$ cat src/rtl/nibble_mem_bridge.sv
// nibble_mem_bridge
//   Bridges a byte-wide CPU output bus to a word-wide memory and IO space.
//   Each bus_out byte is decoded every cycle:
//     1 s a[5:0]      address phase (s=1 load, s=0 shift in 6 bits)
//     0 1 1 d[4:0]    select IO device d, pulse io_re
//     0 1 0 x         leave IO mode
//     0 0 w l n[3:0]  data phase: w=1 assemble nibble (l=1 commits),
//                     w=0,l=1 advance read pointer, w=0,l=0 no-op
//   Write words are assembled most significant nibble first. Read data is
//   returned one nibble at a time on bus_in.
//
// Ports
//   clk, rst           clock, synchronous active-high reset
//   bus_out  [7:0]     CPU command/data byte
//   bus_in   [3:0]     nibble returned to the CPU (combinational)
//   mem_addr/mem_wdata registered memory address / write word
//   mem_we             one-cycle memory write strobe
//   mem_rdata          memory read word (combinational from mem_addr)
//   io_active, io_sel  IO mode flag and selected device
//   io_re, io_we       one-cycle IO read / write strobes
//   io_rdata           IO read word
//
// Configuration
//   NMB_AUTOINC_EN  when defined, mem_addr increments after each memory
//                   write strobe and on read-pointer wrap in memory mode.
module nibble_mem_bridge #(
  parameter int WORD_WIDTH = 12,
  parameter int ADDR_WIDTH = 12
) (
  input  logic                  clk,
  input  logic                  rst,
  input  logic [7:0]            bus_out,
  output logic [3:0]            bus_in,
  output logic [ADDR_WIDTH-1:0] mem_addr,
  output logic [WORD_WIDTH-1:0] mem_wdata,
  output logic                  mem_we,
  input  logic [WORD_WIDTH-1:0] mem_rdata,
  output logic                  io_active,
  output logic [4:0]            io_sel,
  output logic                  io_re,
  output logic                  io_we,
  input  logic [WORD_WIDTH-1:0] io_rdata
);

  localparam int NIBBLES = WORD_WIDTH / 4;
  localparam int PTR_W   = $clog2(NIBBLES);

  logic [WORD_WIDTH-1:0] assembly;
  logic [WORD_WIDTH-1:0] assembly_next;
  logic [PTR_W-1:0]      rd_ptr;
  logic                  rd_wrap;
  logic [ADDR_WIDTH-1:0] addr_load;
  logic [ADDR_WIDTH-1:0] addr_shift;
  logic [WORD_WIDTH-1:0] rd_word;

  logic is_addr, is_io_sel, is_io_clr, is_data;
  logic dat_w, dat_l;

  assign is_addr   = bus_out[7];
  assign is_io_sel = (bus_out[7:5] == 3'b011);
  assign is_io_clr = (bus_out[7:5] == 3'b010);
  assign is_data   = (bus_out[7:6] == 2'b00);
  assign dat_w     = bus_out[5];
  assign dat_l     = bus_out[4];

  // Oldest nibble falls off the top once a full word has been shifted in.
  assign assembly_next = {assembly[WORD_WIDTH-5:0], bus_out[3:0]};
  assign rd_wrap       = (rd_ptr == PTR_W'(NIBBLES - 1));
  assign addr_load     = ADDR_WIDTH'(bus_out[5:0]);

  generate
    if (ADDR_WIDTH > 6) begin : g_shift
      assign addr_shift = {mem_addr[ADDR_WIDTH-7:0], bus_out[5:0]};
    end else begin : g_noshift
      assign addr_shift = bus_out[5:0];
    end
  endgenerate

  assign rd_word = io_active ? io_rdata : mem_rdata;

  // Pointer 0 selects the most significant nibble.
  always_comb begin
    bus_in = 4'h0;
    for (int i = 0; i < NIBBLES; i++) begin
      if (rd_ptr == PTR_W'(i)) bus_in = rd_word[(NIBBLES-1-i)*4 +: 4];
    end
  end

  always_ff @(posedge clk) begin
    if (rst) begin
      mem_addr  <= '0;
      mem_wdata <= '0;
      assembly  <= '0;
      rd_ptr    <= '0;
      io_sel    <= '0;
      io_active <= 1'b0;
      mem_we    <= 1'b0;
      io_we     <= 1'b0;
      io_re     <= 1'b0;
    end else begin
      mem_we <= 1'b0;
      io_we  <= 1'b0;
      io_re  <= 1'b0;
`ifdef NMB_AUTOINC_EN
      // Post-write increment; an address phase below overrides it.
      if (mem_we) mem_addr <= mem_addr + ADDR_WIDTH'(1);
`endif
      if (is_addr) begin
        mem_addr  <= bus_out[6] ? addr_load : addr_shift;
        io_active <= 1'b0;
        rd_ptr    <= '0;
      end else if (is_io_sel) begin
        io_active <= 1'b1;
        io_sel    <= bus_out[4:0];
        rd_ptr    <= '0;
        io_re     <= 1'b1;
      end else if (is_io_clr) begin
        io_active <= 1'b0;
      end else if (is_data) begin
        if (dat_w) begin
          if (dat_l) begin
            mem_wdata <= assembly_next;
            assembly  <= '0;
            if (io_active) io_we  <= 1'b1;
            else           mem_we <= 1'b1;
          end else begin
            assembly <= assembly_next;
          end
        end else if (dat_l) begin
          rd_ptr <= rd_wrap ? '0 : rd_ptr + PTR_W'(1);
`ifdef NMB_AUTOINC_EN
          if (rd_wrap && !io_active) mem_addr <= mem_addr + ADDR_WIDTH'(1);
`endif
        end
      end
    end
  end

endmodule

$ cat config.mk
export PLATFORM = sky130hd
export DESIGN_NAME = nibble_mem_bridge
export DESIGN_NICKNAME = d
export VERILOG_FILES = /design/src/rtl/nibble_mem_bridge.sv
export SDC_FILE = /design/constraint.sdc
export NUM_CORES = 1
export LEC_CHECK = 0
export BUFFER_PORTS_ARGS = -buffer_cell sky130_fd_sc_hd__buf_2
export CORE_MARGIN = 1.5
export CORE_UTILIZATION = 40
export CTS_BUF_LIST = sky130_fd_sc_hd__clkbuf_16
export DETAILED_ROUTE_END_ITERATION = 7
export PLACE_DENSITY = 0.75
export RECOVER_POWER = 25
export SLEW_MARGIN = 20
export SYNTH_ARGS = -nofsm -noshare
export SYNTH_HDL_FRONTEND = slang
export SYNTH_SLANG_ARGS = --single-unit
$ cat constraint.sdc
create_clock -name clk -period 2 [get_ports clk]
set_input_delay 0.4 -clock clk [delete_from_list [all_inputs] [get_ports clk]]
set_output_delay 0.4 -clock clk [all_outputs]
set_load 0.1 [all_outputs]
After elaboration in Yosys (flattened, before gate mapping)
Cells that the tools add are included.
{"block": "op_classes", "bitwise_logic": 6, "add_sub_neg": 1, "eq_ne": 4, "reduce_logical": 10, "n_mux": 12}
{"cell": "12-bit 2-to-1 mux", "count": 2}
{"cell": "4-bit 2-to-1 mux", "count": 3}
{"cell": "8-bit 2-to-1 mux", "count": 1}
{"cell": "7-bit OR reduction", "count": 1}
{"cell": "3-bit by 2-bit equality test with 1-bit output (second input constant)", "count": 2}
{"cell": "1-bit NOT", "count": 6}
{"cell": "6-bit AND reduction", "count": 1}
{"cell": "1-bit 2-to-1 mux", "count": 5}
{"cell": "5-bit AND reduction", "count": 1}
{"cell": "2-bit logical NOT", "count": 2}
{"cell": "4-bit AND reduction", "count": 1}
{"cell": "3-bit OR reduction", "count": 1}
{"cell": "2-bit by 1-bit adder with 2-bit output (second input constant)", "count": 1}
{"cell": "2-bit by 1-bit equality test with 1-bit output (second input constant)", "count": 1}
{"cell": "2-bit equality test (second input constant)", "count": 1}
{"cell": "2-bit 2-to-1 mux", "count": 1}
{"cell": "2-bit AND reduction", "count": 1}
{"cell": "2-bit nonzero test", "count": 1}
{"cell": "2-bit OR reduction", "count": 1}
{"block": "word_totals", "output_inout_bits": 37, "reg_bits": 43, "inputBits": 34}

Longest topological paths before layout
{"block": "depth", "ltp_word": 4, "depth_mapped": 5}

Worst setup path before layout
No wires, ideal clock.
{"block": "synth_path", "kind": "register to output", "from": "register io_active", "to": "output bus_in[0]", "path_buffers": 1, "path_stages_with_launch": 4, "arrival_ns": 2.895, "required_ns": 1.600, "setup_slack_ns": -1.295, "cell_sequence": "dfxtp_1 > clkbuf_1 > a221oi_1 > a31oi_1"}
{"block": "synth_via", "elab_chain_len": 4}
{"element": "start: declaration", "line": "38", "source": "output logic io_active,"}
{"element": "start signal: assignment", "line": "96", "source": "io_active <= 1'b0;"}
{"element": "start signal: assignment", "line": "110", "source": "io_active <= 1'b0;"}
{"element": "start signal: assignment", "line": "113", "source": "io_active <= 1'b1;"}
{"element": "12-bit 2-to-1 mux (*)", "line": "79", "source": "assign rd_word = io_active ? io_rdata : mem_rdata;"}
{"element": "4-bit 2-to-1 mux (2 in a row)", "line": "85", "source": "if (rd_ptr == PTR_W'(i)) bus_in = rd_word[(NIBBLES-1-i)*4 +: 4];"}
{"element": "4-bit 2-to-1 mux (*)", "line": "85"}
{"element": "end: declaration", "line": "33", "source": "output logic [3:0] bus_in,"}
Every way passes the cells marked *; elsewhere a longest branch is shown, timed or not.

Worst setup path after layout
{"block": "layout_path", "from": "register rd_ptr[1]", "to": "output bus_in[0]"}
{"block": "layout_via", "elab_chain_len": 4}
{"element": "start: declaration", "line": "50", "source": "logic [PTR_W-1:0] rd_ptr;"}
{"element": "start signal: assignment", "line": "130", "source": "rd_ptr <= rd_wrap ? '0 : rd_ptr + PTR_W'(1);"}
{"element": "2-bit logical NOT", "line": "85"}
{"element": "4-bit 2-to-1 mux (2 in a row)", "line": "85"}
{"element": "4-bit 2-to-1 mux (*)", "line": "85"}
Marks and branches as above.

==> run metrics <==
minimum clock period after layout 1.98 ns; via/cell ratio 5.24; largest net degree at the start of global routing 23; Sw Ratio 28.7%; post-layout util 59.3%; Flop pwr share 44.1%; # fillers 384; port bufs 70; Comb power frac 18.7%; gp weighted congestion about 0.79; die area 4930 um^2; post-synthesis cell count 203; most common cell after layout, fill and taps aside buf_2; Slew HR between 40% and 50%; final slew viol count 0; syn avg cell area 8.90 um^2; initial antenna violation count 0; register area share after synthesis 47.6%; CTS Buffer Depth 2; nets@finish 306; Setup-failing EPs final 0; Clk pwr share 37.2%; hold crit path type in2reg; layout cells sized above 1 40.8%; FF+latch count, synth 43; DRT Wirelength 4340 um; die width roughly 70 um; routed vias 1698; endpoint class of the critical path output pin; sw power 0.578 mW; first-pass GRT wire length 7060 um; vias in the first global route 1655; routed len/inst 13.4 um; post-placement cell area 2310 um^2; core footprint 4350 um^2; design area between 2000 and 3000 um^2; H-tree depth 2; TritonCTS clock tree yes; maximum vdd ir drop 0.657 mV; final HPWL from detailed placement ~3000 um; fin crit share 99.0%; commonest non-fill, non-tap cells in the layout buf_2, dfxtp_1, nand2_1; yosys warns 0; Pleak approximately 1.1 nW; CP Data Required Time 1.60 ns; Distinct cells, synth 25; Site Rows 24; DRT Pass-1 Iters 4; Global Route Usage Sum 17.6%; P_int 1.44 mW; clk root buf clkbuf_16; Final Skew 0.00459 ns; starting DRC count in detailed routing 34; syn nets 237; CP startpoint kind register; CP Max Fanout 8; clk slew on worst S/H paths 0.06 ns; insertion delay to the later sink of the worst-skew pair ~0.28 ns; Post-Syn Area 1810 um^2; Syn-to-layout area delta 42.9%; Starting Density about two fifths; status completed; ant diodes 0; Num CTS Buffers 5; Die Y-Extent 70.2 um; RSZ-0062 raised after global routing yes; critical path data arrival time 1.58 ns; pwr dens 780 nW/um^2; DRC 0; slew of the pin with the lowest slew margin 0.887 ns; Antenna Nets Post-Route 0; Ports 71; critical path type reg2out; Max Clk Rate 505 MHz; max_cap viols 0; TritonCTS Sinks 43; remaining global-route overflow 0; final hold violation count 0
## registers in the layout, summed over array words and instances, names as in the netlist
name and flops:
mem_wdata 12, mem_we 1, io_re 1, io_we 1, assembly 8, io_active 1
mem_addr 12, io_sel 5, rd_ptr 2
## power groups by stage
stage / registers [mW] / clock network [mW] / logic, mW
2_1_floorplan: 1.02 / 0 / 0.151
3_3_place_gp: 0.907 / 0 / 0.360
3_5_place_dp: 0.907 / 0 / 0.363
4_1_cts: 0.888 / 0.763 / 0.370
5_1_grt: 0.891 / 0.799 / 0.394
6_report: 0.889 / 0.749 / 0.377
## critical path, cell delays in order (launching register included)
cell	delay (ns)
dfxtp_4	0.40
buf_6	0.14
nor2b_4	0.05
buf_12	0.14
a221oi_4	0.32
a31oi_4	0.06
buf_12	0.19
## kinds of logic after synthesis
family                 synth area share (%)
muxes                                  12.2
DFF                                    47.6
and+or+nand+nor                        24.4
buffers and inverters                  4.22
AOI/OAI and AO/OA                      11.5
## worst paths after layout
check	cells after the start	from	endpoint	slack (ns)
setup reg to reg	4	rd_ptr[1]	rd_ptr[0]	0.80
setup / recovery	6	rd_ptr[1]	bus_in[0]	0.02
hold / removal	3	bus_out[2]	mem_wdata[2]	0.40
hold reg to reg	2	mem_wdata[5]	mem_wdata[5]	0.45
## final cells by class
type / count / area (um^2) / share of cell area (%)
flip-flops and latches: 43 / 870 / 33.7
repair buffers: 79 / 482 / 18.7
inverters: 1 / 7.51 / 0.291
well taps: 52 / 65.1 / 2.52
clock inverters: 2 / 8.76 / 0.339
multi-input cells: 142 / 1020 / 39.7
clock buffers: 5 / 125 / 4.84
## routing by layer
metal	global-route usage (%)	up-vias	wire, um
met4	5.13	0	32
met2	33.0	67	2220
li1	-	833	-
met3	5.05	4	321
met1	19.1	794	1760
met5	0	-	0
## Yosys cell counts (all sizes together)
cell	number	share of area, %
inv	1	0.21
nor2	13	2.7
nand3b	15	6.2
or3	1	0.35
nand2	41	8.5
or3b	1	0.48
or4b	1	0.76
nand4bb	1	0.62
a221oi	4	1.9
and4bb	1	0.69
a31oi	4	1.4
nor3	2	0.55
a21oi	27	7.7
nand2b	6	2.1
dfxtp	43	48
buf	2	0.90
mux2i	13	7.2
nor3b	2	1.1
a211o	1	0.48
nor2b	1	0.35
clkbuf	15	3.1
mux2	8	5.0
## stage by stage
step           setup WS, ns  total power [mW]  cells  hold slack [ns]  TNS (ns)
2_1_floorplan        0.0150              1.17    203            0.432         0
3_3_place_gp         0.0520              1.27    313            0.441         0
3_5_place_dp        -0.0474              1.27    313            0.446   -0.0474
4_1_cts              0.0108              2.02    322            0.392         0
5_1_grt             -0.0348              2.08    324            0.413   -0.0968
6_report             0.0200              2.01    324            0.403         0
## what timing repair did
| action | 4_1_cts | 5_1_grt |
|---|---|---|
| endpoints found under the setup margin | 4 | 4 |
| resized for setup | 7 | 19 |
| pin swaps | 0 | 6 |
| buffers inserted | 2 | 2 |
| hold buffers | 0 | 0 |
| endpoints found under the hold margin | 0 | 0 |
(Power assumes the default switching activity.)
